[config.mk]
export PLATFORM = sky130hd
export DESIGN_NAME = sync_fifo_param
export DESIGN_NICKNAME = d
export VERILOG_FILES = /design/src/rtl/sync_fifo_param.sv
export SDC_FILE = /design/constraint.sdc
export NUM_CORES = 1
export LEC_CHECK = 0
export BUFFER_PORTS_ARGS = -buffer_cell sky130_fd_sc_hd__buf_2
export CAP_MARGIN = 40
export CELL_PAD_IN_SITES_DETAIL_PLACEMENT = 0
export CELL_PAD_IN_SITES_GLOBAL_PLACEMENT = 1
export CORE_ASPECT_RATIO = 2
export CORE_MARGIN = 1.5
export CORE_UTILIZATION = 55
export CTS_CLUSTER_DIAMETER = 30
export CTS_CLUSTER_SIZE = 25
export DETAILED_ROUTE_END_ITERATION = 10
export GPL_ROUTABILITY_DRIVEN = 1
export PLACE_DENSITY = 0.85
export SETUP_SLACK_MARGIN = 0.05
export SLEW_MARGIN = 20
export SYNTH_ARGS = -nofsm -noshare
export SYNTH_HDL_FRONTEND = slang
export SYNTH_SLANG_ARGS = --single-unit
[constraint.sdc]
create_clock -name clk -period 6.5 [get_ports clk]
set_clock_uncertainty 0.05 [all_clocks]
set_input_delay 1.625 -clock clk [delete_from_list [all_inputs] [get_ports clk]]
set_output_delay 1.625 -clock clk [all_outputs]
set_load 0.1 [all_outputs]
[src/rtl/sync_fifo_param.sv]
// Synchronous FIFO with phase-bit pointers, occupancy count, almost flags
// and one-cycle overflow/underflow pulses for rejected requests.
module sync_fifo_param #(
    parameter int unsigned WIDTH    = 32,
    parameter int unsigned DEPTH    = 16,
    parameter int unsigned AF_LEVEL = DEPTH - 2,
    parameter int unsigned AE_LEVEL = 2
) (
    input  logic                         clk,
    input  logic                         rstn,
    input  logic                         we,
    input  logic [WIDTH-1:0]             din,
    input  logic                         re,
    output logic [WIDTH-1:0]             dout,
    output logic                         full,
    output logic                         empty,
    output logic                         almost_full,
    output logic                         almost_empty,
    output logic [$clog2(DEPTH+1)-1:0]   count,
    output logic                         overflow,
    output logic                         underflow
);

    localparam int unsigned AW = $clog2(DEPTH);
    localparam int unsigned CW = $clog2(DEPTH + 1);

    logic [WIDTH-1:0] mem [DEPTH];
    logic [AW-1:0]    wr_ptr;
    logic [AW-1:0]    rd_ptr;
    logic             wr_ph;
    logic             rd_ph;
    logic             rd_ok;
    logic             wr_ok;

    // Status flags come only from registered pointers and count.
    always_comb begin
        empty        = (wr_ptr == rd_ptr) && (wr_ph == rd_ph);
        full         = (wr_ptr == rd_ptr) && (wr_ph != rd_ph);
        almost_full  = (count >= CW'(AF_LEVEL));
        almost_empty = (count <= CW'(AE_LEVEL));
    end

    // Accept decisions; a read frees a slot so a write to a full FIFO may pass.
    always_comb begin
        rd_ok = re && !empty;
        wr_ok = we && (!full || rd_ok);
    end

    // Storage array; contents survive reset and are simply abandoned.
    always_ff @(posedge clk) begin
        if (wr_ok) begin
            mem[wr_ptr] <= din;
        end
    end

    // Pointers with phase bits, occupancy, read data and error pulses.
    always_ff @(posedge clk or negedge rstn) begin
        if (!rstn) begin
            wr_ptr    <= '0;
            rd_ptr    <= '0;
            wr_ph     <= 1'b0;
            rd_ph     <= 1'b0;
            count     <= '0;
            dout      <= '0;
            overflow  <= 1'b0;
            underflow <= 1'b0;
        end else begin
            if (wr_ok) begin
                {wr_ph, wr_ptr} <= {wr_ph, wr_ptr} + (AW + 1)'(1);
            end
            if (rd_ok) begin
                {rd_ph, rd_ptr} <= {rd_ph, rd_ptr} + (AW + 1)'(1);
                dout            <= mem[rd_ptr];
            end
            unique case ({wr_ok, rd_ok})
                2'b10:   count <= count + CW'(1);
                2'b01:   count <= count - CW'(1);
                default: count <= count;
            endcase
            overflow  <= we && !wr_ok;
            underflow <= re && !rd_ok;
        end
    end

endmodule

==> run_summary.xml <==
<?xml version="1.0" encoding="UTF-8"?>
<metrics>
  <group name="routing">
    <metric name="avgRoutedWirePerCell" unit="um">24.8</metric>
    <metric name="num_vias" unit="">10600</metric>
    <metric name="wl" unit="mm">43.8</metric>
    <metric name="detail_route.vias_per_cell" unit="">5.99</metric>
    <metric name="route.antenna.remaining_nets" unit="">0</metric>
    <metric name="dr.first_iter.drc_count" unit="">893</metric>
    <metric name="detail_route.drc_violations" unit="">0</metric>
    <metric name="firstDrtPassIters" unit="">6</metric>
  </group>
  <group name="outcome">
    <metric name="status" unit="">complete, no violations</metric>
  </group>
  <group name="global_route">
    <metric name="maximum_number_of_pins_on_one_net_before_global_route_repair" unit="">68</metric>
    <metric name="grt_use_met2" unit="%">39.9</metric>
    <metric name="wire_length_of_the_first_global_routing_pass" unit="mm">67.1</metric>
    <metric name="gr-max-usage-layer" unit="">met2</metric>
    <metric name="met3_usage" unit="%">2.98</metric>
    <metric name="antenna_violations_before_repair" unit="">0</metric>
    <metric name="grt_use_met1" unit="%">28.0</metric>
    <metric name="vias_in_the_first_global_route" unit="">11200</metric>
    <metric name="track_usage" unit="%">22.4</metric>
    <metric name="global_route.overflow_total" unit="">0</metric>
  </group>
  <group name="pwr">
    <metric name="power_density" unit="nW/um2">478</metric>
    <metric name="max-vdd-ir-drop" unit="uV">349</metric>
    <metric name="power.static_leakage" unit="nW">8.17</metric>
  </group>
  <group name="cells_and_area">
    <metric name="multi_input_area" unit="um2">4940</metric>
    <metric name="layout.filler_cells" unit="">2618</metric>
    <metric name="post_route_cells_drive_above_1_share" unit="%">29.7</metric>
    <metric name="net_total_in_the_final_layout" unit="">1244</metric>
    <metric name="area_delta_synth_final" unit="%">14.6</metric>
    <metric name="antennaDiodeCount" unit="">0</metric>
    <metric name="regArea" unit="um2">16600</metric>
  </group>
  <group name="cts">
    <metric name="cts_resized" unit="">0</metric>
    <metric name="clk_pin_slew_worst_paths" unit="ns">0.07</metric>
    <metric name="clock_path_buffers" unit="">3</metric>
    <metric name="postCtsSetupBuffers" unit="">0</metric>
    <metric name="clock_insertion_delay_worst_skew" unit="ns">0.59</metric>
    <metric name="htreeDepth" unit="">2</metric>
    <metric name="cts_tree" unit="">yes</metric>
    <metric name="cts_hold_buf" unit="">0</metric>
    <metric name="clockRootBuffer" unit="">sky130_fd_sc_hd__clkbuf_16</metric>
    <metric name="numCtsBuffers" unit="">53</metric>
    <metric name="clock-sinks" unit="">561</metric>
  </group>
  <group name="critical_path">
    <metric name="critPathCaptureType" unit="">primary output</metric>
    <metric name="crit_type" unit="">reg -&gt; out</metric>
    <metric name="path_max_fanout" unit="">67</metric>
    <metric name="cp_data_required_time" unit="ns">4.83</metric>
    <metric name="worst-endpoint-arrival" unit="ns">2.89</metric>
    <metric name="critPathLaunchType" unit="">flip-flop</metric>
  </group>
  <group name="timing">
    <metric name="rsz_0062_raised_after_global_routing" unit="">false</metric>
    <metric name="period_share" unit="%">70.2</metric>
    <metric name="worst_slew_margin_rel" unit="%">42.1</metric>
    <metric name="fin_crit" unit="ns">4.56</metric>
    <metric name="finalHoldViolations" unit="">0</metric>
    <metric name="final_slew_violations" unit="">0</metric>
    <metric name="setup_viol" unit="">0</metric>
    <metric name="worst_slew_pin_slew" unit="ns">0.846</metric>
    <metric name="clock.fmax" unit="GHz">0.219</metric>
    <metric name="hold_ws" unit="ns">0.444</metric>
    <metric name="final.setup.tns" unit="ns">0</metric>
  </group>
  <group name="synth">
    <metric name="post_synth_main_area_contributors" unit="">sky130_fd_sc_hd__edfxtp_1 (71%), sky130_fd_sc_hd__mux4_2 (9.9%), sky130_fd_sc_hd__dfrtp_1 (5.6%)</metric>
    <metric name="post-synth-top-count-cell" unit="">sky130_fd_sc_hd__edfxtp_1</metric>
    <metric name="yosys_most_used_dff" unit="">sky130_fd_sc_hd__edfxtp_1</metric>
    <metric name="netlist_area" unit="um2">21700</metric>
    <metric name="synth_largest_type_area_fraction" unit="%">70.7</metric>
    <metric name="syn_avg_cell_area" unit="um2">19.9</metric>
    <metric name="post_synth_inst_count" unit="">1092</metric>
    <metric name="ys_types" unit="">33</metric>
    <metric name="ys_async_sr_fraction" unit="%">8.73</metric>
    <metric name="mappedNetlistNets" unit="">1137</metric>
    <metric name="synth.ff_latch_count" unit="">561</metric>
    <metric name="synth.largest_area_cell" unit="">sky130_fd_sc_hd__edfxtp_1</metric>
    <metric name="synth.yosys.seq_area_share" unit="%">76.4</metric>
    <metric name="synth-edff-count" unit="">512</metric>
    <metric name="synth.cells.most_frequent" unit="">sky130_fd_sc_hd__edfxtp_1 (512), sky130_fd_sc_hd__mux4_2 (96), sky130_fd_sc_hd__a21oi_1 (67), sky130_fd_sc_hd__nor2b_1 (65), sky130_fd_sc_hd__dfrtp_1 (49)</metric>
    <metric name="synth.yosys.warnings" unit="">0</metric>
  </group>
  <group name="placement">
    <metric name="place_congestion" unit="">0.736</metric>
    <metric name="io_port_bufs" unit="">78</metric>
    <metric name="detailed_place_hpwl" unit="mm">25.0</metric>
  </group>
  <group name="floorplanning">
    <metric name="die_x" unit="um">144</metric>
    <metric name="core-area" unit="um2">38800</metric>
    <metric name="chipHeight" unit="um">284</metric>
    <metric name="floorplan.rows" unit="">102</metric>
    <metric name="floorplan.initialDensity" unit="%">56.0</metric>
    <metric name="die_area" unit="um2">40800</metric>
    <metric name="pin_count" unit="">79</metric>
  </group>
  <group name="min_path">
    <metric name="min_path_type" unit="">reg -&gt; reg</metric>
  </group>
  <group name="job">
    <metric name="maxCapViolCount" unit="">0</metric>
  </group>
</metrics>
power breakdown:
group	internal (W)	switching, W
combinational	0.00138	0.00257
clock	0.00168	0.00156
sequential	0.00442	0.000283
worst max-delay path, stage by stage (launching register included):
cell and delay [ns]:
sky130_fd_sc_hd__dfrtp_2 0.34, sky130_fd_sc_hd__buf_4 0.59, sky130_fd_sc_hd__xor2_1 0.20, sky130_fd_sc_hd__nor4_4 0.54, sky130_fd_sc_hd__nor2b_1 0.19, sky130_fd_sc_hd__buf_2 0.43
metal layers:
layer	wire length, um	share of wire (%)
met5	0	0
met4	1380	3.1
met1	16300	37
met2	23900	55
met3	2210	5.0
kinds of logic (layout without fill, tap and decap cells):
kind of cell	count (synthesis)	in the layout	share of synthesized area, %
flops	561	561	76.4
simple gates	136	136	3.36
compound gates	138	138	4.21
buf+inv	65	217	1.44
xor+xnor	17	17	0.685
fa+ha+maj	9	9	0.553
mux	166	166	13.4
cell usage in the layout, fill, tap and decap left out, drive strengths merged, types with 2 or more instances in the layout:
cell	instances
a2111oi	33
a211oi	32
a21boi	2
a21o	2
a21oi	67
buf	114
clkbuf	57
clkinv	13
clkinvlp	4
dfrtp	49
edfxtp	512
ha	8
inv	29
mux2	36
mux2i	34
mux4	96
nand2	8
nand2b	5
nand4	4
nor2	46
nor2b	65
nor3	4
xnor2	11
xor2	6
layout make-up:
class                           count  area share, %
Sequential cell                   561           66.7
Multi-Input combinational cell    466           19.8
Inverter                            3         0.0452
Clock inverter                     43           2.05
Tap cell                          520           2.61
Clock buffer                       57           5.56
Timing Repair Buffer              114           3.21
through the flow:
stage                     utilization, %  std cells  area, um2  worst slack (ns)  total power (W)
after global placement              58.7       1653      22800              2.41          0.00861
after global routing                64.2       1764      24900              1.77           0.0124
after CTS                           64.1       1762      24900              1.91           0.0120
after floorplan                        -       1092      21700             0.532          0.00776
final                               64.2       1764      24900              1.94           0.0119
after detailed placement            59.2       1662      23000              2.34          0.00876
final timing paths:
kind | start | end | slack (ns) | depth (start not counted)
worst min register to register | wr_ph | wr_ph | 0.44 | 1
worst max-delay path | rd_ptr[3] | full | 1.94 | 5
max in group asynchronous | rstn | dout[6] | 4.96 | 3
worst max register to register | rd_ptr[3] | mem[2][7] | 2.85 | 7
min in group asynchronous | rstn | rd_ptr[0] | 0.93 | 2
worst min-delay path | wr_ph | wr_ph | 0.44 | 1
sequential cells by signal, summed over array words and instances (netlist names):
register and count:
count 5, dout 32, mem 512, overflow 1, rd_ph 1, rd_ptr 4, underflow 1, wr_ph 1
wr_ptr 4
Power figures use the tool's default switching activity.
